`src/rtl/fetch_unit.sv`:
```
// rtl/fetch_unit.sv - instruction fetch sequencer and program counter ahead of the memory block
// Optional FETCH_SKIP_IMM_EN: skip the immediate read when the opcode's IMM_FLAG_BIT is clear.
module fetch_unit #(
   parameter int                  PC_WIDTH     = 16,
   parameter logic [PC_WIDTH-1:0] RESET_VECTOR = '0,
   parameter int                  IMM_FLAG_BIT = 7
) (
   input  logic                i_clk,
   input  logic                i_nrst,
   output logic [PC_WIDTH-1:0] o_address,
   output logic                o_addressEn,
   output logic                o_readDataSelect,
   output logic                o_immediateSelect,
   output logic                o_outEnable,
   input  logic [15:0]         i_readData,
   output logic                o_valid,
   input  logic                i_ready,
   output logic [7:0]          o_opcode,
   output logic [7:0]          o_immediate,
   output logic [PC_WIDTH-1:0] o_pc,
   input  logic                i_jumpEn,
   input  logic [PC_WIDTH-1:0] i_jumpAddr,
   input  logic                i_busReq,
   output logic                o_busGrant,
   input  logic                i_halt
);

   typedef enum logic [2:0] {
      S_ADDR  = 3'd0,
      S_OP    = 3'd1,
      S_IMM   = 3'd2,
      S_ISSUE = 3'd3,
      S_HALT  = 3'd4
   } state_t;

   state_t              state_q, state_d;
   logic [PC_WIDTH-1:0] pc_q, pc_d;
   logic [7:0]          opcode_q, opcode_d;
   logic [7:0]          imm_q, imm_d;
   logic                addr_en, read_sel, imm_sel, out_en, valid;
   logic                unused_read_hi;

   assign unused_read_hi = ^i_readData[15:8];

   always_ff @(posedge i_clk or negedge i_nrst) begin
      if (!i_nrst) begin
         state_q  <= S_ADDR;
         pc_q     <= RESET_VECTOR;
         opcode_q <= 8'h00;
         imm_q    <= 8'h00;
      end else begin
         state_q  <= state_d;
         pc_q     <= pc_d;
         opcode_q <= opcode_d;
         imm_q    <= imm_d;
      end
   end

   always_comb begin
      state_d  = state_q;
      pc_d     = pc_q;
      opcode_d = opcode_q;
      imm_d    = imm_q;
      addr_en  = 1'b0;
      read_sel = 1'b0;
      imm_sel  = 1'b0;
      out_en   = 1'b0;
      valid    = 1'b0;
      case (state_q)
         S_ADDR: begin
            addr_en  = 1'b1;
            read_sel = 1'b1;
            state_d  = i_halt ? S_HALT : S_OP;
         end
         S_OP: begin
            out_en   = 1'b1;
            read_sel = 1'b1;
            opcode_d = i_readData[7:0];
            state_d  = S_IMM;
`ifdef FETCH_SKIP_IMM_EN
            if (!i_readData[IMM_FLAG_BIT]) begin
               imm_d   = 8'h00;
               state_d = S_ISSUE;
            end
`endif
         end
         S_IMM: begin
            out_en   = 1'b1;
            read_sel = 1'b1;
            imm_sel  = 1'b1;
            imm_d    = i_readData[7:0];
            state_d  = S_ISSUE;
         end
         S_ISSUE: begin
            valid = 1'b1;
            // jump target is only honoured on the accepting cycle
            if (i_ready) begin
               pc_d    = i_jumpEn ? i_jumpAddr : pc_q + {{(PC_WIDTH-1){1'b0}}, 1'b1};
               state_d = S_ADDR;
            end
         end
         S_HALT: begin
            if (!i_halt) state_d = S_ADDR;
         end
         default: state_d = S_ADDR;
      endcase
   end

   // ADDR is the reset state, so its strobes are masked while reset is held
   assign o_addressEn       = addr_en & i_nrst;
   assign o_readDataSelect  = read_sel & i_nrst;
   assign o_immediateSelect = imm_sel;
   assign o_outEnable       = out_en;
   assign o_valid           = valid;
   assign o_address         = pc_q;
   assign o_pc              = pc_q;
   assign o_opcode          = opcode_q;
   assign o_immediate       = imm_q;
   assign o_busGrant        = i_busReq & ((state_q == S_ISSUE) || (state_q == S_HALT));

endmodule

```
`config.mk`:
```
export PLATFORM = sky130hd
export DESIGN_NAME = fetch_unit
export DESIGN_NICKNAME = d
export VERILOG_FILES = /design/src/rtl/fetch_unit.sv
export SDC_FILE = /design/constraint.sdc
export NUM_CORES = 1
export LEC_CHECK = 0
export CAP_MARGIN = 20
export CORE_ASPECT_RATIO = 1.4
export CORE_MARGIN = 1.5
export CORE_UTILIZATION = 43
export CTS_BUF_LIST = sky130_fd_sc_hd__clkbuf_4 sky130_fd_sc_hd__clkbuf_8
export DETAILED_ROUTE_END_ITERATION = 12
export PLACE_DENSITY = 0.91
export SLEW_MARGIN = 20
export SYNTH_ARGS = -nofsm -noshare
export SYNTH_HDL_FRONTEND = slang
export SYNTH_SLANG_ARGS = --single-unit
```
`constraint.sdc`:
```
create_clock -name i_clk -period 1.9 [get_ports i_clk]
set_input_delay 0.475 -clock i_clk [delete_from_list [all_inputs] [get_ports i_clk]]
set_output_delay 0.475 -clock i_clk [all_outputs]
set_load 0.01 [all_outputs]
```
### After elaboration in Yosys (flattened, before gate mapping)

Index checks and enable logic that the tools add are counted.

* input bits: 38
* register bits after elaboration: 35

* add/subtract/negate cells: 1
* reductions and logical operators: 6
* mux-type cells: 10
* eq/ne operators: 6
* bitwise gates (word level): 3

Operator list (number)
* 16-bit by 1-bit adder with 16-bit output, second input constant: 1
* 16-bit two-way mux: 1
* 3-bit one-hot mux with 5 select lines: 1
* 3-bit two-way mux: 3
* 3-bit by 2-bit equality test with 1-bit output, second input constant: 2
* 1-bit two-way mux: 5
* 2-bit inequality test, second input constant: 2
* 2-bit AND reduction: 2
* 1-bit AND: 3
* 3-bit by 1-bit equality test with 1-bit output, second input constant: 1
* 3-bit equality test, second input constant: 1
* 3-bit zero test: 1
* 3-bit OR reduction: 1
* 2-bit OR reduction: 1
* 1-bit logical OR: 1

### Depth between registers and ports, before layout

Gate-level depths: netlist of run 1.

* depth in word-level cells: 4
* depth in mapped cells: 7
* mapped depth without buffers: 5

### Least setup slack after synthesis of run 1

No wires, ideal clock.

* path type: register to output
* start: register state_q[1]
* end: output port o_outEnable
* required time: 1425 ps
* arrival time: 1161 ps
* setup slack: 264 ps
* cell stages (with the launch flop): 5
* path through: dfrtp_1 > buf_4 > inv_1 > nor3_4 > or2_2

* cells in the longest elaborated chain, start to end: 3
* elaborated cells between the ends (all ways): 4
* classes of those cells: eq/ne: 2; mux: 1; reduce/logical: 1

Ends and longest elaborated chain
* from (decl): line 36 `state_t state_q, state_d;`
* from (signal assigned): line 52 `state_q <= state_d;`
* 3-bit by 2-bit equality test with 1-bit output / 3-bit by 1-bit equality test with 1-bit output (equally long branches): line 69 `case (state_q)`
* 2-bit OR reduction (no line) *
* 1-bit two-way mux *: line 69
* to (decl): line 14 `output logic o_outEnable,`

Mark *: on every way between the ends. The rest lies on a longest branch, timed or not.

### Worst setup path in the final report of run 1

* start: register state_q[2]
* end: output port o_outEnable

The elaborated chain is that of the path after synthesis.

==> results of run 1 <==
## layer usage
metal | up-vias | share of wire (%) | track usage, %
li1 | 854 | - | -
met1 | 875 | 37 | 23.9
met2 | 81 | 54 | 38.0
met3 | 6 | 8.0 | 6.51
met4 | 0 | 1.2 | 6.52
met5 | - | 0 | 0
## flip-flops by register name (all words and copies together) (netlist names)
register     count
o_address       16
o_immediate      8
o_opcode         8
state_q          3
## how the worst max path moves through the flow
stage | start | to | slack, ns
floorplan | state_q[1] | o_outEnable | 0.26
global placement | i_busReq | o_busGrant | -0.14
detailed placement | i_busReq | o_busGrant | -0.17
CTS | state_q[2] | o_outEnable | -0.02
global route | state_q[2] | o_outEnable | -0.008
finish | state_q[2] | o_outEnable | 0.04
## metrics by stage
stage	TNS, ns	utilization [%]	total power [mW]	instance area [um^2]
floorplan	0	-	2.80	1990
global placement	-0.183	63.0	3.94	2830
detailed placement	-0.262	63.0	4.02	2830
CTS	-0.0195	65.7	4.65	2960
global route	-0.00806	66.3	4.97	2980
finish	0	66.3	4.66	2980
## logic make-up (layout without fill, tap and decap cells)
logic type / Yosys count / in the layout / share of synthesized area (%)
flip-flops: 35 / 35 / 44.0
AND/OR/NAND/NOR: 62 / 62 / 20.9
AO/OA/AOI/OAI: 43 / 43 / 13.8
multiplexers: 19 / 19 / 10.6
buffers and inverters: 34 / 117 / 10.1
adder cells (fa/ha/maj): 1 / 1 / 0.628
## cells in the final DEF, fill, tap and decap left out, types with 2 or more instances in the layout
master / Yosys / final
a21oi_1: 14 / 14
a2bb2oi_1: 2 / 2
a311oi_1: 3 / 3
buf_2: 5 / 2
buf_4: 18 / 17
clkbuf_8: 0 / 7
clkdlybuf4s50_1: 0 / 76
dfrtp_1: 35 / 30
dfrtp_2: 0 / 5
dlygate4sd2_1: 0 / 3
inv_1: 7 / 6
mux2_2: 16 / 16
mux2i_1: 3 / 3
nand2_1: 12 / 12
nand3_1: 7 / 7
nor2_1: 10 / 9
nor2b_1: 2 / 2
nor3_1: 8 / 8
nor3b_1: 4 / 3
nor4_1: 4 / 4
o21a_1: 2 / 2
o21ai_0: 11 / 11
o22a_1: 2 / 2
o31ai_1: 2 / 2
## synthesized netlist by cell type, types with 2 or more instances
library cell,instances
buf_2,5
mux2i_1,3
nor4_1,4
a2bb2oi_1,2
o21ai_0,11
nor3b_1,4
o31ai_1,2
buf_1,2
o21a_1,2
dfrtp_1,35
mux2_2,16
o22a_1,2
nor2_1,10
buf_4,18
nor2b_1,2
nand3_1,7
a21oi_1,14
nor3_1,8
inv_1,7
nand2_1,12
a311oi_1,3
## area by class of cell
cell class	count	area [um^2]	area share [%]
clock buffers	8	104	3.48
inverters	8	30.0	1.01
multi-input cells	125	928	31.1
flip-flops and latches	35	882	29.6
well taps	62	77.6	2.60
repair buffers	101	960	32.2
## power breakdown
| part | internal (mW) | switching [mW] |
|---|---|---|
| sequential | 1.11 | 0.421 |
| combinational | 1.51 | 1.01 |
| clock | 0.345 | 0.258 |
| total | 2.97 | 1.69 |
## repair_timing
| item | CTS | global route |
|---|---|---|
| setup endpoints to repair | 6 | 6 |
| cloned | 0 | 0 |
| gates resized for setup | 14 | 8 |
| setup buffers | 2 | 3 |
| pin swaps | 0 | 2 |
==> reports/qor.yml, run 1 <==
crit_arrival_ns: 1.38
sink_count_of_the_clock_tree: 35
starting_density_of_the_core_pct: 44.2
setup.reg_to_reg.worst_slack_ns: 0.27
cp_top_family: "flip-flops"
yosys.area.top_type: "dfrtp_1"
final_hold_violation_count: 0
tritoncts: "built"
maxCapViolations: 0
core_area_um2: 4500
grt_overflow_total: 0
outcome: "completed"
power_density_nw_per_um2: 1560
num_antenna_cells: 0
first_global_vias: 1864
synth_top_area_share_pct: 44.0
final_critical_path_share_of_the_clock_period_pct: 97.7
cts_root_buffer: "clkbuf_8"
synth-async-reset-ratio_pct: 100
hold_buf_count_cts: 0
initialDrtViolationCount: 86
htreeDepth: 2
top_level_ports: 92
drt-wirelength-per-cell_um: 14.7
vdd.ir_drop.worst_mv: 0.961
chipWidth_um: 60.5
max_clock_freq_mhz: 539
hpwlAfterDp_um: 3560
r2r_cells: 6
worst_setup_path_start_kind: "flip-flop"
drt-total-wl_um: 4990
postLayoutSetupSlackWorst_ns: 0.0439
synth_top_cells_by_area: "dfrtp_1 44%, mux2_2 9.1%, buf_4 6.8%, a21oi_1 3.5%, o21ai_0 2.8%"
synth.yosys.warnings: 0
path_max_fanout: 5
clock_skew_ns: 0.00575
cts_buffer_depth: 2
crit_type: "reg2out"
grt_first_pass_wirelength_um: 8400
fp.dieArea_um2: 5050
maximum_number_of_pins_on_one_net_before_global_route_repair: 36
routed-via-count: 1816
total_drc_errors_in_the_routed_layout: 0
placement.setup.worst_slack_ns: -0.169
synth_nets: 233
detail-route-antenna-nets: 0
gr-usage-all-layers_pct: 21.5
finalHoldWorstSlack_ns: 0.263
r2r-start: "o_address[0]"
cts_made_buffers: 5
worst-endpoint-required_ns: 1.42
synth_enable_flop_cells: 0
report.final.setup_viol: 0
critical_path_cell_count: 4
worst_r2r_endpoint: "o_address[8]"
worstHoldPathType: "in2async"
synth.distinct_cells: 46
clkSlewWorstSetupHoldPaths_ns: 0.07
synth_area_per_cell_um2: 10.3
layoutNonFillerInstCount: 339
primary_ff_master_synth: "dfrtp_1"
height_of_the_die_um: 83.5
slew_violations: 0
period_minus_slack_ns: 1.86
netlist_area_um2: 1990
filler_cell_count: 382
relSlewSlack_pct: 69.4
number_of_cells_after_detailed_placement: 326
areaGrowthSynthToFinish_pct: 49.8
drtPass1Iterations: 4
antenna_found_initial: 0
ys_seq_area_share_pct: 44.0
tightestPinTransition_ns: 0.460
post_route_cells_drive_above_1_share_pct: 22.7
synth.ff_latch_count: 35
static-leakage-power_nw: 1.22
synth_cells: 194
timing.critical_path.to_type: "output pin"
port_buffer_count: 83
finish.net_count: 315
timing.critical_path.cells: "buf_4, nor3b_4, or2_4, buf_2"
place_congestion: 0.890
viasPerCell: 5.36
fp-row-count: 29
worst_skew_pair.late_latency_ns: 0.28
critical_path.max_stage_delay_ns: 0.44
critical_path.slowest_cell: "dfrtp_2"
cp.buffers_inverters: 2
Power figures use the tool's default switching activity.
==> run 2, diff against run 1 <==
--- a/config.mk
+++ b/config.mk
@@ -16,3 +16,4 @@
 export SYNTH_ARGS = -nofsm -noshare
 export SYNTH_HDL_FRONTEND = slang
 export SYNTH_SLANG_ARGS = --single-unit
+export TNS_END_PERCENT = 20
==> run 2 against run 1 <==
- clock skew about the same
- critical endpoint is now o_busGrant
- largest cell class unchanged
- largest power group unchanged
- first-iteration DRC count unchanged
- die area stayed put
- worst setup slack worse by 0.030 ns
- core utilization rose by 0.11 points
==> reports/qor.yml, run 2 (synthesized netlist as in run 1, its figures left out) <==
power.internal_mw: 2.97  # about the same
num_antenna_cells: 0  # unchanged
clkSlewWorstSetupHoldPaths_ns: 0.07  # about the same
largest_reg_flops: 16  # unchanged
initialDrtViolationCount: 86  # unchanged
maxCapViolations: 0  # unchanged
period_minus_slack_ns: 1.89  # was 1.86 ns
fp.dieArea_um2: 5050  # unchanged
final_hold_violation_count: 0  # unchanged
total_drc_errors_in_the_routed_layout: 0  # unchanged
maximum_number_of_pins_on_one_net_before_global_route_repair: 36  # unchanged
fp-row-count: 29  # unchanged
areaGrowthSynthToFinish_pct: 50.0  # was 49.8%
path_max_fanout: 5  # unchanged
r2r-start: "o_address[0]"  # unchanged
worst_setup_path_start_kind: "flip-flop"  # unchanged
grt_first_pass_wirelength_um: 8400  # unchanged
sink_count_of_the_clock_tree: 35  # unchanged
number_of_cells_after_detailed_placement: 326  # unchanged
static-leakage-power_nw: 1.22  # about the same
share_comb_of_total_power_pct: 54.2  # was 54.1%
gr-usage-all-layers_pct: 21.5  # unchanged
filler_cell_count: 381  # was 382
clock_skew_ns: 0.00580  # was 0.00575 ns
seq_power_share_pct: 32.9  # about the same
placement.setup.worst_slack_ns: -0.169  # unchanged
cts_root_buffer: "clkbuf_8"  # unchanged
detail-route-antenna-nets: 0  # unchanged
total_power_mw: 4.66  # about the same
p_sw_share_pct: 36.3  # about the same
chipWidth_um: 60.5  # unchanged
power_density_nw_per_um2: 1560  # about the same
worstHoldPathType: "in2async"  # unchanged
core_area_um2: 4500  # unchanged
grt_overflow_total: 0  # unchanged
hpwlAfterDp_um: 3560  # unchanged
crit_type: "reg2out"  # unchanged
height_of_the_die_um: 83.5  # unchanged
cts_made_buffers: 5  # unchanged
tightestPinTransition_ns: 0.460  # about the same
port_buffer_count: 83  # unchanged
starting_density_of_the_core_pct: 44.2  # unchanged
finish.net_count: 315  # unchanged
most-common-layout-cells: "76 x clkdlybuf4s50_1, 30 x dfrtp_1, 17 x buf_4"  # unchanged
r2r_cells: 6  # unchanged
first_global_vias: 1868  # was 1,864
layout_commonest_cell: "clkdlybuf4s50_1"  # unchanged
postLayoutSetupSlackWorst_ns: 0.0141  # was 0.0439 ns
worst_r2r_endpoint: "o_address[8]"  # unchanged
antenna_found_initial: 0  # unchanged
routed-via-count: 1817  # was 1,816
htreeDepth: 2  # unchanged
max_clock_freq_mhz: 530  # was 539 MHz
crit_arrival_ns: 1.41  # was 1.38 ns
net-switching-power_mw: 1.69  # about the same
outcome: "completed"  # unchanged
tritoncts: "built"  # unchanged
rsz0062_at_grt: "yes"
worst_skew_pair.late_latency_ns: 0.28  # about the same
cts_buffer_depth: 2  # unchanged
layoutNonFillerInstCount: 339  # unchanged
setup.reg_to_reg.worst_slack_ns: 0.27  # about the same
timing.critical_path.to_type: "output pin"  # unchanged
post_route_cells_drive_above_1_share_pct: 22.4  # was 22.7%
worst-endpoint-required_ns: 1.42  # about the same
slew_violations: 0  # unchanged
drt-wirelength-per-cell_um: 14.7  # about the same
drt-total-wl_um: 4990  # about the same
report.final.setup_viol: 0  # unchanged
viasPerCell: 5.36  # about the same
power.clock.fraction_pct: 12.9  # about the same
drtPass1Iterations: 4  # unchanged
top_level_ports: 92  # unchanged
place_congestion: 0.890  # unchanged
final_critical_path_share_of_the_clock_period_pct: 99.3  # was 97.7%
vdd.ir_drop.worst_mv: 0.959  # was 0.961 mV
relSlewSlack_pct: 69.3  # was 69.4%
run 2: cell types whose count changed in the layout (fill, tap and decap cells not counted):
cell / before / now
clkbuf_2: 1 / 0
clkdlybuf4s15_1: 1 / 2
run 2: how the worst max path moves through the flow:
stage | startpoint | end | slack, ns | cells after the start
final | state_q[2] | o_busGrant | 0.01 | 4
after floorplan | state_q[1] | o_outEnable | 0.26 | 4
after global placement | i_busReq | o_busGrant | -0.14 | 3
after global routing | state_q[2] | o_busGrant | -0.03 | 4
after CTS | state_q[2] | o_outEnable | -0.02 | 4
after detailed placement | i_busReq | o_busGrant | -0.17 | 3
run 2: what timing repair did:
item                       CTS  global route
setup endpoints to repair    6             6
hold buffers                 0             0
gates cloned                 0             0
pin swaps                    0             2
resized for setup           14             7
buffers inserted             2             3
run 2: per-stage QoR:
stage | instance area, um^2 | hold slack [ns] | utilization, % | TNS, ns
2_1_floorplan | 1990 | 0.179 | - | 0
3_3_place_gp | 2830 | 0.489 | 63.0 | -0.183
3_5_place_dp | 2830 | 0.495 | 63.0 | -0.262
4_1_cts | 2960 | 0.271 | 65.7 | -0.0195
5_1_grt | 2990 | 0.305 | 66.4 | -0.0401
6_report | 2990 | 0.263 | 66.4 | 0
run 2: cell type report:
cell class	count	area [um^2]	share of cell area (%)
clock buffer	8	104	3.48
tap	62	77.6	2.60
timing repair buffer	101	965	32.3
multi-input combinational	125	928	31.1
sequential	35	882	29.5
inverter	8	30.0	1.01
run 2: power groups by stage:
stage / Clock [mW] / Sequential [mW] / Combinational [mW]
2_1_floorplan: 0 / 1.58 / 1.22
3_3_place_gp: 0 / 1.51 / 2.43
3_5_place_dp: 0 / 1.53 / 2.48
4_1_cts: 0.620 / 1.53 / 2.49
5_1_grt: 0.642 / 1.60 / 2.73
6_report: 0.604 / 1.53 / 2.53
run 2: routing by layer:
| metal | global-route usage [%] | share of wire, % |
|---|---|---|
| met1 | 23.9 | 37 |
| met2 | 38.0 | 54 |
| met3 | 6.51 | 8.1 |
| met4 | 6.52 | 1.2 |
| met5 | 0 | 0 |
run 2: critical path, cell delays in order, from the launching register on:
cell and delay [ns]:
dfrtp_2 0.44, buf_4 0.15, nor3b_2 0.15, o21a_1 0.17, clkdlybuf4s15_1 0.23
==> run 3, diff against run 2 <==
--- a/config.mk
+++ b/config.mk
@@ -5,13 +5,13 @@
 export SDC_FILE = /design/constraint.sdc
 export NUM_CORES = 1
 export LEC_CHECK = 0
-export CAP_MARGIN = 20
 export CORE_ASPECT_RATIO = 1.4
 export CORE_MARGIN = 1.5
 export CORE_UTILIZATION = 43
 export CTS_BUF_LIST = sky130_fd_sc_hd__clkbuf_4 sky130_fd_sc_hd__clkbuf_8
 export DETAILED_ROUTE_END_ITERATION = 12
 export PLACE_DENSITY = 0.91
+export SKIP_LAST_GASP = 1
 export SLEW_MARGIN = 20
 export SYNTH_ARGS = -nofsm -noshare
 export SYNTH_HDL_FRONTEND = slang
==> run 3 against run 2 <==
- the flow now finishes with violations (negative setup slack)
- clock skew fell by 0.0011 ns
- core utilization down 0.42 points
- power shrank 0.90%
- sequential cell count is the same
==> reports/qor.yml, run 3 (synthesized netlist as in run 1, its figures left out) <==
crit_arrival_ns: 1.62  # was 1.41 ns
filler_cell_count: 384  # was 381
routed-via-count: 1805  # was 1,817
gr-usage-all-layers_pct: 21.5  # about the same
cts_made_buffers: 5  # unchanged
critical_path_cell_count: 3  # was 4
max_clock_freq_mhz: 478  # was 530 MHz
core_area_um2: 4500  # unchanged
initialDrtViolationCount: 120  # was 86
antenna_found_initial: 0  # unchanged
top_level_ports: 92  # unchanged
tightestPinTransition_ns: 0.458  # was 0.460 ns
hold_buf_count_cts: 0  # unchanged
most-common-layout-cells: "79 x clkdlybuf4s50_1, 32 x dfrtp_1, 16 x mux2_2"  # was 76 x clkdlybuf4s50_1, 30 x dfrtp_1, 17 x buf_4
drtPass1Iterations: 4  # unchanged
post_route_cells_drive_above_1_share_pct: 20.1  # was 22.4%
static-leakage-power_nw: 1.22  # about the same
path_max_fanout: 5  # unchanged
place_congestion: 0.890  # unchanged
total_drc_errors_in_the_routed_layout: 0  # unchanged
tritoncts: "built"  # unchanged
r2r_cells: 6  # unchanged
htreeDepth: 2  # unchanged
timing.critical_path.cells: "nor3b_2, o21a_1, clkdlybuf4s50_1"  # was buf_4, nor3b_2, o21a_1, clkdlybuf4s15_1
drt-total-wl_um: 4940  # was 4990 um
largest_reg_flops: 16  # unchanged
worst_skew_pair.late_latency_ns: 0.28  # about the same
maxCapViolations: 0  # unchanged
vdd.ir_drop.worst_mv: 0.959  # about the same
rsz0062_at_grt: "yes"  # unchanged
post-route-util_pct: 66.0  # was 66.4%
report.final.setup_viol: 4  # was 0
sink_count_of_the_clock_tree: 35  # unchanged
final_critical_path_share_of_the_clock_period_pct: 110  # was 99.3%
total_power_mw: 4.62  # was 4.66 mW
cp.buffers_inverters: 1  # was 2
viasPerCell: 5.37  # was 5.36
violations_in_the_final_reports: "negative setup slack"
fp-row-count: 29  # unchanged
grt_overflow_total: 0  # unchanged
grt_first_pass_wirelength_um: 8380  # was 8400 um
outcome: "finished with violations"  # was completed
fp.dieArea_um2: 5050  # unchanged
maximum_number_of_pins_on_one_net_before_global_route_repair: 36  # unchanged
clkSlewWorstSetupHoldPaths_ns: 0.07  # about the same
drt-wirelength-per-cell_um: 14.7  # about the same
starting_density_of_the_core_pct: 44.2  # unchanged
worstHoldPathType: "in2async"  # unchanged
placedInstanceArea_um2: 2830  # unchanged
layout_commonest_cell: "clkdlybuf4s50_1"  # unchanged
cts_buffer_depth: 2  # unchanged
cp_top_family: "buffers and inverters"  # was flip-flops
final_hold_violation_count: 0  # unchanged
critical_path.max_stage_delay_ns: 0.53  # was 0.44 ns
detail-route-antenna-nets: 0  # unchanged
worst-endpoint-required_ns: 1.42  # about the same
relSlewSlack_pct: 69.5  # was 69.3%
worst_setup_path_start_kind: "flip-flop"  # unchanged
critical_path.slowest_cell: "clkdlybuf4s50_1"  # was dfrtp_2
finish.net_count: 312  # was 315
finalHoldWorstSlack_ns: 0.259  # was 0.263 ns
num_antenna_cells: 0  # unchanged
final_area_um2: 2970  # was 2990 um^2
timing.critical_path.to_type: "output pin"  # unchanged
power_density_nw_per_um2: 1560  # about the same
cts_root_buffer: "clkbuf_8"  # unchanged
height_of_the_die_um: 83.5  # unchanged
chipWidth_um: 60.5  # unchanged
postLayoutSetupSlackWorst_ns: -0.191  # was 0.0141 ns
areaGrowthSynthToFinish_pct: 49.1  # was 50.0%
timing.setup.tns_ns: -0.505  # was 0 ns
first_global_vias: 1867  # was 1,868
hpwlAfterDp_um: 3560  # unchanged
port_buffer_count: 83  # unchanged
clock_skew_ns: 0.00466  # was 0.00580 ns
period_minus_slack_ns: 2.09  # was 1.89 ns
crit_type: "reg2out"  # unchanged
slew_violations: 0  # unchanged
==> run 3: cell types whose count changed in the layout (fill, tap and decap cells not counted) <==
cell / before / now
buf_2: 2 / 1
clkdlybuf4s50_1: 76 / 79
clkdlybuf4s15_1: 2 / 0
dlygate4sd2_1: 3 / 2
dfrtp_1: 30 / 32
dfrtp_2: 5 / 3
inv_1: 6 / 7
dlymetal6s2s_1: 0 / 1
or2_4: 1 / 0
inv_2: 1 / 0
or2_2: 0 / 1
buf_4: 17 / 14
==> run 3: timing repair <==
item / CTS / global route
buffers inserted: 2 / 0
resized for setup: 6 / 3
setup endpoints to repair: 6 / 10
pin swaps: 0 / 0
==> run 3: per-stage QoR <==
stage	std cells	setup WS, ns
global placement	326	-0.139
finish	336	-0.191
global route	336	-0.251
floorplan	194	0.264
detailed placement	326	-0.169
CTS	336	-0.232
==> run 3: final cells by class <==
type | count | area, um^2 | share of cell area, %
inverters | 8 | 30.0 | 1.01
well taps | 62 | 77.6 | 2.61
flip-flops and latches | 35 | 880 | 29.6
multi-input cells | 125 | 926 | 31.2
repair buffers | 98 | 951 | 32.0
clock buffers | 8 | 104 | 3.50
==> run 3: path summary, 6_finish.rpt <==
| check | from | end | slack (ns) |
|---|---|---|---|
| min | i_nrst | o_address[12] | 0.26 |
| min in group i_clk | o_immediate[5] | o_immediate[5] | 0.51 |
| max reg2reg | o_address[0] | o_address[8] | 0.27 |
| max in group asynchronous | i_nrst | state_q[1] | 1.30 |
| min reg2reg | o_immediate[5] | o_immediate[5] | 0.51 |
| max | state_q[0] | o_busGrant | -0.19 |
==> run 3: power by group <==
part | switching (mW) | leakage [nW] | internal (mW) | total (mW)
registers | 0.423 | 0.408 | 1.11 | 1.53
clock network | 0.258 | 0.0549 | 0.345 | 0.603
logic | 0.994 | 0.755 | 1.49 | 2.49
==> run 3: layer usage <==
metal  vias up  GRT usage [%]  part of all wire (%)
met5         -              0                     0
met4         0           6.52                   1.2
met3         6           6.51                   8.0
met2        78           37.9                    53
met1       871           23.8                    38
li1        850              -                     -
==> patch 1 (flow settings as in run 2) <==
The option `FETCH_SKIP_IMM_EN` is turned on by a define.
--- a/src/rtl/fetch_unit.sv
+++ b/src/rtl/fetch_unit.sv
@@ -1,5 +1,7 @@
 // rtl/fetch_unit.sv - instruction fetch sequencer and program counter ahead of the memory block
 // Optional FETCH_SKIP_IMM_EN: skip the immediate read when the opcode's IMM_FLAG_BIT is clear.
+`define FETCH_SKIP_IMM_EN
+
 module fetch_unit #(
    parameter int                  PC_WIDTH     = 16,
    parameter logic [PC_WIDTH-1:0] RESET_VECTOR = '0,
Behaviour: not the same (Yosys sat finds a counterexample within 4 cycles, from zero or initial values and one cycle with i_nrst low).
==> patch 1 against run 2 <==
  * First-iteration DRC count fell by 27%
  * Via count rose by 5.0%
  * Worst setup slack improved by 0.036 ns
  * Sequential cell count stayed put
  * Critical path depth unchanged
  * Routed wire length rose by 7.4%
  * Highest routed layer unchanged
  * Critical path type unchanged
  * Largest power group unchanged
  * Cell count grew 4.7%
  * Sequential power fell by 3%
  * Total power decreased by 0.57%
  * Sequential share of layout area rose by 0.50 points
  * Critical endpoint is now o_outEnable
  * Synthesized area down 1.3%
  * Design area decreased by 1.4%
==> patch 1: results (changes against run 2) <==
* Antenna cells: 0 (unchanged)
- The fraction of layout instances using a drive strength above 1 was 19.3% (was 22.4%).
* Post-Route Hold Slack: 0.516 ns (was 0.263 ns)
- The path category of the worst min-delay check was reg2reg (was in2async).
* Top flip-flop cell by instance count after synthesis: sky130_fd_sc_hd__dfrtp_1 (unchanged)
* Cell count of the worst reg-to-reg path: 5 (was 6)
- The startpoint of the most critical setup path is state_q[1] (was state_q[2]).
- The reported clock group power was 0.574 mW (was 0.604 mW).
* Net Sw Frac: 38.7% (was 36.3%)
- The routed length per instance came to 15.1 um (was 14.7 um).
- Register-to-register setup slack: 0.17 ns (was 0.27 ns)
- The arrival time at the worst endpoint came to 1.38 ns (was 1.41 ns).
- Peak Freq: 540 MHz (was 530 MHz)
- Worst-skew pair later-pin latency: 0.30 ns (was 0.28 ns)
- The sequential-cell power consumption is 1.49 mW (was 1.53 mW).
- Internal power of the cells: 2.84 mW (was 2.97 mW)
- The number of global-route vias before repair was 1925 (was 1868).
* Net count, final: 333 (was 315)
- Cts bufs inserted: 5 (unchanged)
- Critical-path top delay cell: sky130_fd_sc_hd__dfrtp_1 (was sky130_fd_sc_hd__dfrtp_2)
- The HPWL after detailed placement is 3860 um (was 3560 um).
* Number of input and output port buffers inserted: 83 (unchanged)
- The overall fraction of global-route tracks in use came to 22.4% (was 21.5%).
* Endpoint of the most critical register-to-register path: o_address[12] (was o_address[8])
- Pin slew with the least headroom to its limit: 0.465 ns (was 0.460 ns)
- The largest clock skew in the final design is 0.00816 ns (was 0.00580 ns).
* Leak pwr: 1.19 nW (was 1.22 nW)
* Capturing instance or port of the critical path: o_outEnable (was o_busGrant)
- Number of optimization iterations in the first detailed-route pass: 4 (unchanged)
- Synth warn: 0 (unchanged)
- Cell types with the largest area share after synthesis: sky130_fd_sc_hd__dfrtp_1 45%, sky130_fd_sc_hd__buf_4 6.5%, sky130_fd_sc_hd__o21ai_0 5.6% (was sky130_fd_sc_hd__dfrtp_1 44%, sky130_fd_sc_hd__mux2_2 9.1%, sky130_fd_sc_hd__buf_4 6.8%)
- The number of distinct library cells after synthesis is 47 (was 46).
- Violation count after the first detailed-route iteration: 63 (was 86)
* Post-Syn Nets: 251 (was 233)
* Worst vdd rail ir drop: 1.01 mV (was 0.959 mV)
* List of most frequent post-synthesis cells: 35 x sky130_fd_sc_hd__dfrtp_1, 23 x sky130_fd_sc_hd__nand2_1, 22 x sky130_fd_sc_hd__o21ai_0 (was 35 x sky130_fd_sc_hd__dfrtp_1, 18 x sky130_fd_sc_hd__buf_4, 16 x sky130_fd_sc_hd__mux2_2)
* Share of synthesized area occupied by flip-flops and latches: 44.6% (was 44.0%)
- Outcome: finished clean (unchanged).
- The post-place setup slack is -0.316 ns (was -0.169 ns).
- The routability congestion estimate from global placement was 0.823 (was 0.890).
* Worst-path fanout max: 4 (was 5)
- The wire length of the first global-routing pass was 8580 um (was 8400 um).
- Vias per cell: 5.37 (was 5.36)
* Reg-to-reg startpoint: o_address[1] (was o_address[0])
* Delay of the slowest critical-path stage: 0.44 ns (about the same)
-- patch 1: changes by cell type after synthesis, sizes merged, moves of 3 or more --
cell / run 2 / this run
nand4: 3 / 7
nand3: 8 / 5
mux2: 16 / 8
o21ai: 11 / 22
nand2: 12 / 24
-- patch 1: routing by layer --
layer	global-route usage, %	part of all wire [%]	vias up	wire length [um]
li1	-	-	916	-
met1	23.9	37	908	1970
met2	38.4	53	75	2830
met3	9.50	8.9	8	478
met4	6.87	1.6	0	86
met5	0	0	-	0
-- patch 1: repair_timing --
item                                    CTS  global route
gates resized for setup                  16            14
pin swaps                                 0             0
buffers inserted                          1             0
endpoints found under the setup margin    6            13
-- patch 1: final cells by class --
type / count / area, um^2
Multi-Input combinational cell: 142 / 893
Fill cell: 324 / 1360
Clock inverter: 3 / 25.0
Inverter: 8 / 30.0
Tap cell: 60 / 75.1
Timing Repair Buffer: 102 / 968
Sequential cell: 35 / 885
Clock buffer: 5 / 68.8
-- patch 1: per-stage QoR --
| step | utilization [%] | instances | instance area, um^2 |
|---|---|---|---|
| after floorplan | - | 212 | 1960 |
| after global placement | 65.9 | 346 | 2840 |
| after detailed placement | 65.9 | 346 | 2840 |
| after CTS | 68.0 | 355 | 2930 |
| after global routing | 68.4 | 355 | 2950 |
| final | 68.4 | 355 | 2950 |
-- patch 1: cells by family after synthesis --
group | Yosys count | share of synthesized area [%]
buffers and inverters | 35 | 10.7
muxes | 11 | 6.11
and+or+nand+nor | 76 | 21.3
adders and majority gates | 1 | 0.637
AOI/OAI and AO/OA | 54 | 16.6
DFF | 35 | 44.6
-- patch 1: worst max-delay path, delay by kind of cell, from the launching register on --
family                 cells  cell delay, ns
AOI/OAI and AO/OA          1            0.19
buffers and inverters      2            0.28
DFF                        1            0.44
and+or+nand+nor            1            0.17
==> patch 2 (config.mk and constraints of run 2) <==
Made on the original files. Encoding of `state_t`: now one-hot (5 bits for 5 states).
--- a/src/rtl/fetch_unit.sv
+++ b/src/rtl/fetch_unit.sv
@@ -25,12 +25,12 @@
    input  logic                i_halt
 );
 
-   typedef enum logic [2:0] {
-      S_ADDR  = 3'd0,
-      S_OP    = 3'd1,
-      S_IMM   = 3'd2,
-      S_ISSUE = 3'd3,
-      S_HALT  = 3'd4
+   typedef enum logic [4:0] {
+      S_ADDR  = 5'b00001,
+      S_OP    = 5'b00010,
+      S_IMM   = 5'b00100,
+      S_ISSUE = 5'b01000,
+      S_HALT  = 5'b10000
    } state_t;
 
    state_t              state_q, state_d;
Formal check against the unedited RTL: no difference found for any inputs over 10 cycles, from zero or initial values and one cycle with i_nrst low; not proved beyond that.
==> patch 2 against run 2 <==
  * The flow now finishes with violations (negative setup slack)
  * Routed wire length rose by 13%
  * Via count rose by 8.9%
  * Design area rose by 4.7%
  * Global-route usage fell by 0.48 points
  * Total power fell by 15%
  * Worst hold slack got worse by 0.16 ns
  * Synthesized area rose by 6.3%
  * Die area rose by 6.0%
  * Sequential cell count rose by 2
  * Worst setup slack got worse by 0.020 ns
  * Largest cell class unchanged
  * Cell count rose by 6.2%
==> patch 2: results (changes against run 2) <==
- Leak pwr: 1.32 nW (was 1.22 nW)
- Relative max-transition margin: 71.7% (was 69.3%)
- Post-Syn Nets: 251 (was 233)
- The least setup slack across all paths after layout came to -0.00612 ns (was 0.0141 ns).
* Cell type group with the largest total delay on the critical path: simple AND/OR/NAND/NOR gates (was flip-flops)
- Share of synthesized area occupied by flip-flops and latches: 43.8% (was 44.0%)
- The standard cell with the maximum stage delay on the critical path was sky130_fd_sc_hd__dfstp_2 (was sky130_fd_sc_hd__dfrtp_2).
- The parity-gate share of the synthesized area counting xor and xnor cells was 1.24% (was 0%).
- List of most frequent post-synthesis cells: 36 x sky130_fd_sc_hd__dfrtp_1, 17 x sky130_fd_sc_hd__buf_4, 17 x sky130_fd_sc_hd__nor2_1 (was 35 x sky130_fd_sc_hd__dfrtp_1, 18 x sky130_fd_sc_hd__buf_4, 16 x sky130_fd_sc_hd__mux2_2).
- Number of optimization iterations in the first detailed-route pass: 5 (was 4)
- The maximum single-stage delay on the critical path is 0.39 ns (was 0.44 ns).
- The wire length of the first global-routing pass is 9180 um (was 8400 um).
- The routability congestion estimate from global placement came to 0.872 (was 0.890).
- The number of failing setup endpoints in the final timing report was 1 (was 0).
- Outcome: finished, violations left (was finished clean)
* Final setup skew: 0.00353 ns (was 0.00580 ns)
* Area fraction in compound gates after synthesis: 14.3% (was 13.8%)
- The post-synthesis adder-cell area fraction was 0.591% (was 0.629%).
- GRT Overall Usage: 21.0% (was 21.5%)
- Cell types with the largest area share after synthesis: sky130_fd_sc_hd__dfrtp_1 43%, sky130_fd_sc_hd__buf_4 6.0%, sky130_fd_sc_hd__mux2_2 4.8% (was sky130_fd_sc_hd__dfrtp_1 44%, sky130_fd_sc_hd__mux2_2 9.1%, sky130_fd_sc_hd__buf_4 6.8%).
- The largest net degree at the start of global routing came to 33 (was 36).
* Distinct cells, synth: 48 (was 46)
- The number of standard cells after synthesis was 212 (was 194).
- Worst vdd rail ir drop: 0.765 mV (was 0.959 mV)
- Cell count of the worst reg-to-reg path: 7 (was 6)
* Net count, final: 334 (was 315)
- The number of cells after detailed placement is 348 (was 326).
* Violations in the final reports: negative setup slack
- The accumulated negative setup slack came to -0.00612 ns (was 0 ns).
* Register-to-register setup slack: 0.14 ns (was 0.27 ns)
* Finished Layout Cells: 360 (was 339)
- The total of fill cells in the finished design is 405 (was 381).
- Post-detailed-placement half-perimeter wirelength: 3980 um (was 3560 um)
-- patch 2: cell type report --
class	instances	area, um^2	area share, %
repair buffers	105	990	31.7
multi-input cells	139	981	31.4
flip-flops and latches	37	935	29.9
well taps	64	80.1	2.56
clock buffers	5	68.8	2.20
clock inverters	3	46.3	1.48
inverters	7	26.3	0.840
-- patch 2: logic make-up (layout without fill, tap and decap cells) --
group	after synthesis	in the layout
XOR/XNOR	3	3
multiplexers	18	18
adder cells (fa/ha/maj)	1	1
flip-flops	37	37
AO/OA/AOI/OAI	46	46
AND/OR/NAND/NOR	71	71
buffers and inverters	36	120
-- patch 2: worst reg2reg max path, cell delays in order (launching register included) --
cell	delay (ns)
sky130_fd_sc_hd__dfstp_2	0.39
sky130_fd_sc_hd__buf_6	0.12
sky130_fd_sc_hd__buf_6	0.11
sky130_fd_sc_hd__nor3_4	0.22
sky130_fd_sc_hd__buf_4	0.16
sky130_fd_sc_hd__nand3_2	0.27
sky130_fd_sc_hd__a21oi_1	0.24
sky130_fd_sc_hd__a2bb2oi_1	0.18
-- patch 2: repair_timing --
| action | 4_1_cts | 5_1_grt |
|---|---|---|
| resized for setup | 24 | 12 |
| setup buffers | 3 | 1 |
| endpoints found under the setup margin | 6 | 13 |
| pin swaps | 2 | 3 |
-- patch 2: through the flow --
step	total power, mW	util, %	area (um^2)	hold WS (ns)	setup slack [ns]
floorplan	2.22	-	2120	0.179	0.241
global placement	3.14	61.9	2970	0.419	-0.159
detailed placement	3.21	61.9	2970	0.417	-0.152
CTS	3.96	64.9	3120	0.100	-0.0800
global route	4.17	65.1	3130	0.113	-0.0635
finish	3.97	65.1	3130	0.102	-0.00612
-- patch 2: final timing paths --
| path | startpoint | end |
|---|---|---|
| worst max-delay path | state_q[0] | o_busGrant |
| worst min-delay path | i_nrst | state_q[1] |
| worst max register to register | state_q[0] | o_address[3] |
| worst min register to register | o_opcode[7] | o_opcode[7] |
| max in group asynchronous | i_nrst | o_address[7] |
| min in group i_clk | o_opcode[7] | o_opcode[7] |
-- patch 2: metal layers --
| metal | vias to the layer above | global-route usage [%] | part of all wire (%) |
|---|---|---|---|
| met5 | - | 0 | 0 |
| met4 | 0 | 5.25 | 0.60 |
| met3 | 6 | 6.69 | 8.0 |
| met2 | 94 | 39.2 | 52 |
| met1 | 959 | 23.2 | 39 |
| li1 | 920 | - | - |
-- patch 2: where the power goes --
group	leakage (nW)	internal [mW]	switching (mW)
combinational	0.808	1.14	0.728
sequential	0.453	1.11	0.299
clock	0.0543	0.393	0.309
